<file path="src/rtl/decode_stage.sv">
// decode_stage: registered RV32I(+M) decode stage with valid/ready handshake, flush and saturating illegal counter
module decode_stage #(
   parameter int DATA_W = 32,
   parameter int EN_M   = 0,
   parameter int CNT_W  = 16
) (
   input  logic              clk,
   input  logic              rst,
   input  logic              flush,
   input  logic              in_valid,
   output logic              in_ready,
   input  logic [31:0]       in_instr,
   input  logic [DATA_W-1:0] in_pc,
   output logic              out_valid,
   input  logic              out_ready,
   output logic [DATA_W-1:0] out_pc,
   output logic [5:0]        out_op,
   output logic [4:0]        out_rd,
   output logic [4:0]        out_rs1,
   output logic [4:0]        out_rs2,
   output logic [DATA_W-1:0] out_imm,
   output logic              out_rd_we,
   output logic              out_rs1_used,
   output logic              out_rs2_used,
   output logic              out_illegal,
   output logic [CNT_W-1:0]  illegal_cnt
);
   logic [6:0]        w_opc, w_f7;
   logic [2:0]        w_f3;
   logic [5:0]        w_op;
   logic [31:0]       w_imm32, w_imm_i;
   logic              w_rd_we, w_rs1_used, w_rs2_used, w_illegal, w_accept;
   logic              r_valid, r_rd_we, r_rs1_used, r_rs2_used, r_illegal;
   logic [DATA_W-1:0] r_pc, r_imm;
   logic [5:0]        r_op;
   logic [4:0]        r_rd, r_rs1, r_rs2;
   logic [CNT_W-1:0]  r_cnt;
   assign w_opc    = in_instr[6:0];
   assign w_f3     = in_instr[14:12];
   assign w_f7     = in_instr[31:25];
   assign w_imm_i  = {{20{in_instr[31]}}, in_instr[31:20]};
   assign in_ready = !r_valid || out_ready;
   assign w_accept = in_valid && in_ready && !flush;
   always_comb begin
      w_op = 6'd63;
      w_imm32 = '0;
      w_rd_we = 1'b0;
      w_rs1_used = 1'b0;
      w_rs2_used = 1'b0;
      case (w_opc)
         7'b0110111: begin w_op = 6'd0; w_imm32 = {in_instr[31:12], 12'b0}; w_rd_we = 1'b1; end
         7'b0010111: begin w_op = 6'd1; w_imm32 = {in_instr[31:12], 12'b0}; w_rd_we = 1'b1; end
         7'b1101111: begin
            w_op = 6'd2;
            w_imm32 = {{11{in_instr[31]}}, in_instr[31], in_instr[19:12], in_instr[20], in_instr[30:21], 1'b0};
            w_rd_we = 1'b1;
         end
         7'b1100111: begin
            w_op = (w_f3 == 3'd0) ? 6'd3 : 6'd63;
            w_imm32 = w_imm_i;
            w_rd_we = 1'b1;
            w_rs1_used = 1'b1;
         end
         7'b1100011: begin
            w_op = (w_f3[2:1] == 2'b01) ? 6'd63
                 : 6'd4 + (w_f3[2] ? {4'd0, w_f3[1:0]} + 6'd2 : {5'd0, w_f3[0]});
            w_imm32 = {{19{in_instr[31]}}, in_instr[31], in_instr[7], in_instr[30:25], in_instr[11:8], 1'b0};
            w_rs1_used = 1'b1;
            w_rs2_used = 1'b1;
         end
         7'b0000011: begin
            w_op = (w_f3 == 3'b011 || w_f3[2:1] == 2'b11) ? 6'd63
                 : w_f3[2] ? 6'd13 + {5'd0, w_f3[0]} : 6'd10 + {4'd0, w_f3[1:0]};
            w_imm32 = w_imm_i;
            w_rd_we = 1'b1;
            w_rs1_used = 1'b1;
         end
         7'b0100011: begin
            w_op = (w_f3 < 3'd3) ? 6'd15 + {3'd0, w_f3} : 6'd63;
            w_imm32 = {{20{in_instr[31]}}, in_instr[31:25], in_instr[11:7]};
            w_rs1_used = 1'b1;
            w_rs2_used = 1'b1;
         end
         7'b0010011: begin
            w_op = (w_f3 == 3'b001) ? ((w_f7 == 7'h00) ? 6'd24 : 6'd63)
                 : (w_f3 == 3'b101) ? ((w_f7 == 7'h00) ? 6'd25 : (w_f7 == 7'h20) ? 6'd26 : 6'd63)
                 : (w_f3 == 3'b000) ? 6'd18
                 : (&w_f3[2:1]) ? 6'd16 + {3'd0, w_f3} : 6'd17 + {3'd0, w_f3};
            w_imm32 = (w_f3[1:0] == 2'b01) ? {27'd0, in_instr[24:20]} : w_imm_i;
            w_rd_we = 1'b1;
            w_rs1_used = 1'b1;
         end
         7'b0110011: begin
            w_op = (w_f7 == 7'h00) ? ((w_f3 == 3'd0) ? 6'd27 : (&w_f3[2:1]) ? 6'd29 + {3'd0, w_f3} : 6'd28 + {3'd0, w_f3})
                 : (w_f7 == 7'h20) ? ((w_f3 == 3'd0) ? 6'd28 : (w_f3 == 3'd5) ? 6'd34 : 6'd63)
                 : (w_f7 == 7'h01 && EN_M != 0) ? 6'd40 + {3'd0, w_f3} : 6'd63;
            w_rd_we = 1'b1;
            w_rs1_used = 1'b1;
            w_rs2_used = 1'b1;
         end
         7'b0001111: w_op = 6'd37;
         7'b1110011: w_op = (in_instr == 32'h0000_0073) ? 6'd38 : (in_instr == 32'h0010_0073) ? 6'd39 : 6'd63;
         default: w_op = 6'd63;
      endcase
      w_illegal = (w_op == 6'd63);
      if (w_illegal) begin
         w_imm32 = '0;
         w_rd_we = 1'b0;
         w_rs1_used = 1'b0;
         w_rs2_used = 1'b0;
      end
      w_rd_we = w_rd_we && (in_instr[11:7] != 5'd0);
   end
   always_ff @(posedge clk or posedge rst) begin
      if (rst) begin
         r_valid <= 1'b0;
         r_pc <= '0;
         r_op <= 6'd63;
         r_rd <= '0;
         r_rs1 <= '0;
         r_rs2 <= '0;
         r_imm <= '0;
         r_rd_we <= 1'b0;
         r_rs1_used <= 1'b0;
         r_rs2_used <= 1'b0;
         r_illegal <= 1'b0;
      end else if (flush) begin
         r_valid <= 1'b0;
      end else if (w_accept) begin
         r_valid <= 1'b1;
         r_pc <= in_pc;
         r_op <= w_op;
         r_rd <= in_instr[11:7];
         r_rs1 <= in_instr[19:15];
         r_rs2 <= in_instr[24:20];
         r_imm <= DATA_W'($signed(w_imm32));
         r_rd_we <= w_rd_we;
         r_rs1_used <= w_rs1_used;
         r_rs2_used <= w_rs2_used;
         r_illegal <= w_illegal;
      end else if (out_ready) begin
         r_valid <= 1'b0;
      end
   end
   // a flushed bundle never reaches downstream, so it is not counted
   always_ff @(posedge clk or posedge rst) begin
      if (rst) r_cnt <= '0;
      else if (r_valid && out_ready && r_illegal && !flush && !(&r_cnt)) r_cnt <= r_cnt + 1'b1;
   end
   assign out_valid    = r_valid;
   assign out_pc       = r_pc;
   assign out_op       = r_op;
   assign out_rd       = r_rd;
   assign out_rs1      = r_rs1;
   assign out_rs2      = r_rs2;
   assign out_imm      = r_imm;
   assign out_rd_we    = r_rd_we;
   assign out_rs1_used = r_rs1_used;
   assign out_rs2_used = r_rs2_used;
   assign out_illegal  = r_illegal;
   assign illegal_cnt  = r_cnt;
endmodule

</file>
<file path="config.mk">
export PLATFORM = sky130hd
export DESIGN_NAME = decode_stage
export DESIGN_NICKNAME = d
export VERILOG_FILES = /design/src/rtl/decode_stage.sv
export SDC_FILE = /design/constraint.sdc
export NUM_CORES = 1
export LEC_CHECK = 0
export ABC_AREA = 1
export BUFFER_PORTS_ARGS = -buffer_cell sky130_fd_sc_hd__clkbuf_2
export CAP_MARGIN = 20
export CORE_MARGIN = 2
export CORE_UTILIZATION = 50
export DETAILED_ROUTE_END_ITERATION = 8
export GPL_ROUTABILITY_DRIVEN = 0
export MAX_ROUTING_LAYER = met4
export PLACE_DENSITY = 0.78
export SETUP_SLACK_MARGIN = 0.4
export SLEW_MARGIN = 20
export SYNTH_ARGS = -nofsm -noshare
export SYNTH_HDL_FRONTEND = slang
export SYNTH_SLANG_ARGS = --single-unit
</file>
<file path="constraint.sdc">
create_clock -name clk -period 4.15 [get_ports clk]
set_clock_uncertainty 0.1 [all_clocks]
set_input_delay 0.2075 -clock clk [delete_from_list [all_inputs] [get_ports clk]]
set_output_delay 0.2075 -clock clk [all_outputs]
set_load 0.01 [all_outputs]
</file>
### Word level (Yosys, flattened, before mapping)

Cells that the tools add are included.

* register bits after elaboration: 106
* bits in latches: 0
* bits in writable memories: 0
* bits in read-only memories: 0
* bits of input ports: 69
* output and inout bits: 107
* logic and storage cells: 103
* memories kept: 0

* add/subtract/negate cells: 10
* $mul: 0
* divide/modulo/power cells: 0
* magnitude comparators: 1
* eq/ne operators: 21
* shift operators: 0
* muxes and demuxes: 34
* bitwise logic cells: 1
* reductions and logical operators: 24

Operators by type and width (number)
* case mux 32 bit (6 select lines): 1
* two-way mux 6 bit: 16
* case mux 6 bit (11 select lines): 1
* two-way mux 32 bit: 2
* equality test 32 x 21 -> 1 bit, second input constant: 1
* equality test 32 x 7 -> 1 bit, second input constant: 1
* equality test 7 x 6 -> 1 bit, second input constant: 4
* equality test 7 bit, second input constant: 4
* adder 5 x 3 -> 6 bit, first input constant: 4
* two-way mux 5 bit: 4
* adder 16 x 1 -> 16 bit, second input constant: 1
* AND reduction 16 bit: 1
* equality test 7 x 5 -> 1 bit, second input constant: 2
* two-way mux 1 bit: 9
* equality test 7 x 2 -> 1 bit, second input constant: 1
* equality test 7 x 4 -> 1 bit, second input constant: 1
* logical AND 1 bit: 7
* logical NOT 7 bit: 1
* OR reduction 7 bit: 1
* equality test 6 bit, second input constant: 1
* OR reduction 6 bit: 1
* adder 4 x 1 -> 5 bit, first input constant: 1
* adder 4 x 2 -> 5 bit, first input constant: 1
* adder 4 x 3 -> 5 bit, first input constant: 1
* other kinds (18): 24

### Logic depth before layout (Yosys ltp)

* word-level depth: 9
* depth in mapped cells: 16
* mapped depth without buffers: 15

### Least setup slack after synthesis

No wires, ideal clock.

* path kind: in2reg
* start point: input in_instr[12]
* end point: register r_imm[10] (netlist: out_imm[10])
* library setup time: 0.117 ns
* arrival time: 1.779 ns
* data required time: 3.933 ns
* path slack: 2.155 ns
* cell stages on the path: 16
* buffers on the path: 2
* cells stage by stage: buf_2 inv_1 ha_1 nand2_1 inv_1 nand2_1 nor2_1 nand3_1 nand3_1 nand2_1 nor2_1 nor2_2 nand3_4 buf_6 nand2_1 nand2_1

* longest elaborated chain between the ends: 8

Ends and longest elaborated chain
* from (decl): RTL line 12 `input logic [31:0] in_instr,`
* adder 5 x 3 -> 6 bit or equality test 3 bit (tied branches): RTL line 88, 86, 95
* two-way mux 6 bit or two-way mux 5 bit (tied branches): RTL line 88, 95
* two-way mux 6 bit (on tied branches): RTL line 87, 95
* two-way mux 6 bit (on tied branches): RTL line 86, 95
* two-way mux 6 bit (on tied branches): RTL line 85, 94
* case mux 6 bit (11 select lines): RTL line 50 `case (w_opc)`
* equality test 6 bit: RTL line 105 `w_illegal = (w_op == 6'd63);`
* two-way mux 32 bit (*): RTL line 106 `if (w_illegal) begin`
* to (signal assigned): RTL line 136 `r_imm <= DATA_W'($signed(w_imm32));`
* to (decl): RTL line 34 `logic [DATA_W-1:0] r_pc, r_imm;`

Every way passes the cells marked *; elsewhere a longest branch is shown, timed or not.
A chain may end at the register's enable or synchronous reset.

### Final worst setup path

* start point: input flush
* end point: register r_pc[21] (netlist: out_pc[21])

* longest elaborated chain between the ends: 3

Ends and longest elaborated chain
* from (decl): RTL line 9 `input logic flush,`
* logical NOT 1 bit: RTL line 43 `assign w_accept = in_valid && in_ready && !flush;`
* logical AND 1 bit: RTL line 43
* AND reduction 2 bit (no line) (*)
* to (signal assigned): RTL line 131 `r_pc <= in_pc;`
* to (decl): RTL line 34

Marked as above.

==> metrics.md <==
| Metric | Value |
|---|---|
| Total GRT Usage | 26.97% |
| CTS root buffer | clkbuf_16 |
| Seq/Total Area, Yosys | 45.10% |
| Area of the core | 11470 um2 |
| DRC | 0 |
| DPL Wire Length | 11.73 mm |
| Max cap viols | 0 |
| Status | finished, final reports clean |
| Worst hold margin | 0.03514 ns |
| Worst setup SP type | input pin |
| H-tree levels | 3 |
| # fillers | 1013 |
| DRT Pass-1 Iters | 5 |
| CTS Buf Count | 9 |
| Count of flip-flops with a built-in enable after synthesis | 0 |
| Pre-CTS setup slack | 1.397 ns |
| Slew Viols, Final | 0 |
| PortBufs | 175 |
| Cells on Worst Hold Path | 3 |
| Synth Register Bits | 106 |
| First-pass GRT wire length | 26.66 mm |
| Max Freq | 362.0 MHz |
| Register-to-Register Path Depth | 8 |
| CTS tree | yes |
| Unrepaired setup endpoints after global routing | no |
| Row cnt | 39 |
| Dominant synthesized flop cell | dfrtp_1 |
| Post-CTS setup buffer count | 0 |
| Max incr delay on CP | 0.71 ns |
| Hold_buf cts | 34 |
| Critical Path Sink Type | flop |
| Avg Vias per Cell | 5.004 |
| Most frequent cells in the layout | nand2_1 (387), clkbuf_2 (175), dfrtp_1 (100) |
| Syn-to-layout area delta | 26.16% |
| Clock transition at the registers of the reported paths | 0.07 ns |
| Relative slew slack | 44.30% |
| Final hold vios | 0 |
| Finish-stage setup viols | 0 |
| Leak | 4.425 nW |
| CP required | 4.27 ns |
| Pin count of the biggest net entering global routing | 70 |
| Power per cell area | 330.7 nW/um2 |
| Worst EP arrival | 2.89 ns |
| WS Path Type | in2reg |
| Vias in the first global route | 5446 |
| Nets | 1120 |
| Total number of vias | 5945 |
| Crit path from | flush |
| Full die area | 12680 um2 |
| CP endpoint | out_pc[21]$_DFFE_PP0P_ |
| Sum of buffers and inverters on the critical path | 5 |
| TNS Setup | 0 ns |
| Ys async rst share | 100.0% |
| Mapped Cells | 845 |
| Reg-to-Reg Start | out_valid$_DFFE_PP0P_ |
| RR Endpoint | out_pc[21]$_DFFE_PP0P_ |
| Top delay family on crit path | buffers and inverters |
| Overflow after GRT | 0 |
| Clk Latency, worst-skew pair | 0.34 ns |
| Worst hold path class | in2reg |
| Slowest CP cell | clkinv_2 |
| Initial antenna violation count | 0 |
| CTS resizes | 0 |
| Post-layout util | 64.89% |
| Clock sink count | 106 |
| Mean Syn Cell Area | 6.980 um2 |
| Levels on crit path | 8 |
| Min Tclk post-route | 2.762 ns |
| CTS max path bufs | 2 |
| Routed Antenna Nets | 0 |
| Layout cells sized above 1 | 20.77% |
| Worst-Margin Slew | 0.8355 ns |
| # IOs | 176 |
| Final WL | 16.49 mm |
| Inserted Diodes | 0 |
| Routed WL per cell | 13.88 um |
| Syn Nets | 925 |
| Reg2reg setup slack | 1.48 ns |
| Die X | 112.6 um |
| Critical Path, Cell by Cell | dlygate4sd3_1 > clkbuf_2 > nor3_2 > buf_4 > clkinv_2 > buf_4 > nand2_1 > nand2_1 |
| Initial Util | 51.43% |
| Max FO, Critical Path | 54 |
| Peak supply drop | 293.5 uV |
| Period utilization | 66.57% |
| DR iter-0 viols | 497 |
| Post-route worst setup slack | 1.388 ns |
| Power Total | 0.002461 W |
| Synth warn | 0 |
| Commonest non-fill, non-tap cell in the layout | nand2_1 |
| Area of the multi-input gates | 2771 um2 |
| Cell Area, Synth | 5898 um2 |
| Synth cell types | 32 |
| FF/Latch Area | 2660 um2 |
| Die Ht | 112.6 um |
final cells by class:
| class | instances | share of cell area [%] |
|---|---|---|
| sequential | 106 | 35.75 |
| tap | 143 | 2.405 |
| clock buffer | 14 | 3.413 |
| multi-input combinational | 627 | 37.25 |
| clock inverter | 2 | 0.2018 |
| inverter | 83 | 4.237 |
| timing repair buffer | 213 | 16.75 |
cells in the mapped netlist (2+ instances only):
library cell | instances | area share, %
buf_6 | 6 | 1.1
nand2_1 | 387 | 25
nor3_1 | 7 | 0.59
inv_1 | 78 | 5.0
nand4_1 | 3 | 0.32
nand2_2 | 3 | 0.32
xnor2_1 | 7 | 1.0
nor2_2 | 6 | 0.64
ha_1 | 11 | 2.3
nand3_1 | 61 | 5.2
o211ai_1 | 2 | 0.25
xor2_1 | 8 | 1.2
nor2_4 | 2 | 0.38
buf_2 | 4 | 0.34
nor2_1 | 79 | 5.0
a21oi_1 | 6 | 0.51
dfrtp_1 | 100 | 42
nor4_1 | 2 | 0.21
a31oi_1 | 2 | 0.21
inv_2 | 4 | 0.25
clkbuf_1 | 18 | 1.1
dfstp_2 | 6 | 2.7
o21ai_0 | 31 | 2.6
a22oi_1 | 4 | 0.51
power breakdown:
group / switching (W) / internal (W) / leakage [nW]
logic: 0.000296 / 0.000182 / 2.94
registers: 0.0000647 / 0.00113 / 1.36
clock network: 0.000360 / 0.000425 / 0.123
stage by stage:
stage | instances | instance area [um2]
floorplan | 845 | 5898
global placement | 1138 | 6832
detailed placement | 1138 | 6832
CTS | 1188 | 7441
global route | 1188 | 7441
finish | 1188 | 7441
state kept, by name, indices dropped and copies added (netlist names):
signal	cells
out_valid	1
out_rd_we	1
out_rd	5
out_pc	32
out_rs2	5
out_rs1_used	1
out_imm	32
out_rs2_used	1
out_rs1	5
out_op	6
illegal_cnt	16
out_illegal	1
worst min-delay path, cell delays in order:
cell      delay (ns)
clkbuf_2        0.08
inv_1           0.07
a21oi_1         0.07
per-layer routing:
layer | wire length, um | vias to the layer above | global-route usage, % | share of wire, %
li1 | - | 2992 | - | -
met1 | 7368 | 2685 | 35.50 | 45
met3 | 1059 | 28 | 3.456 | 6.4
met5 | 0 | - | - | 0
met2 | 7728 | 240 | 44.03 | 47
met4 | 329 | 0 | 7.886 | 2.0
worst min-delay path by stage:
stage	startpoint	end	slack, ns
CTS	in_valid	out_valid$_DFFE_PP0P_	0.03
global placement	in_pc[11]	out_pc[11]$_DFFE_PP0P_	0.31
finish	in_valid	out_valid$_DFFE_PP0P_	0.04
detailed placement	in_pc[11]	out_pc[11]$_DFFE_PP0P_	0.31
global route	in_instr[8]	out_rd[1]$_DFFE_PP0P_	0.04
floorplan	flush	out_valid$_DFFE_PP0P_	0.17
logic make-up after synthesis:
group,count (synthesis),share of synthesized area [%]
AO/OA/AOI/OAI,47,4.349
XOR/XNOR,15,2.227
adder cells (fa/ha/maj),11,2.333
buffers and inverters,112,7.997
flip-flops,106,45.10
AND/OR/NAND/NOR,554,37.99
Power figures use the tool's default switching activity.
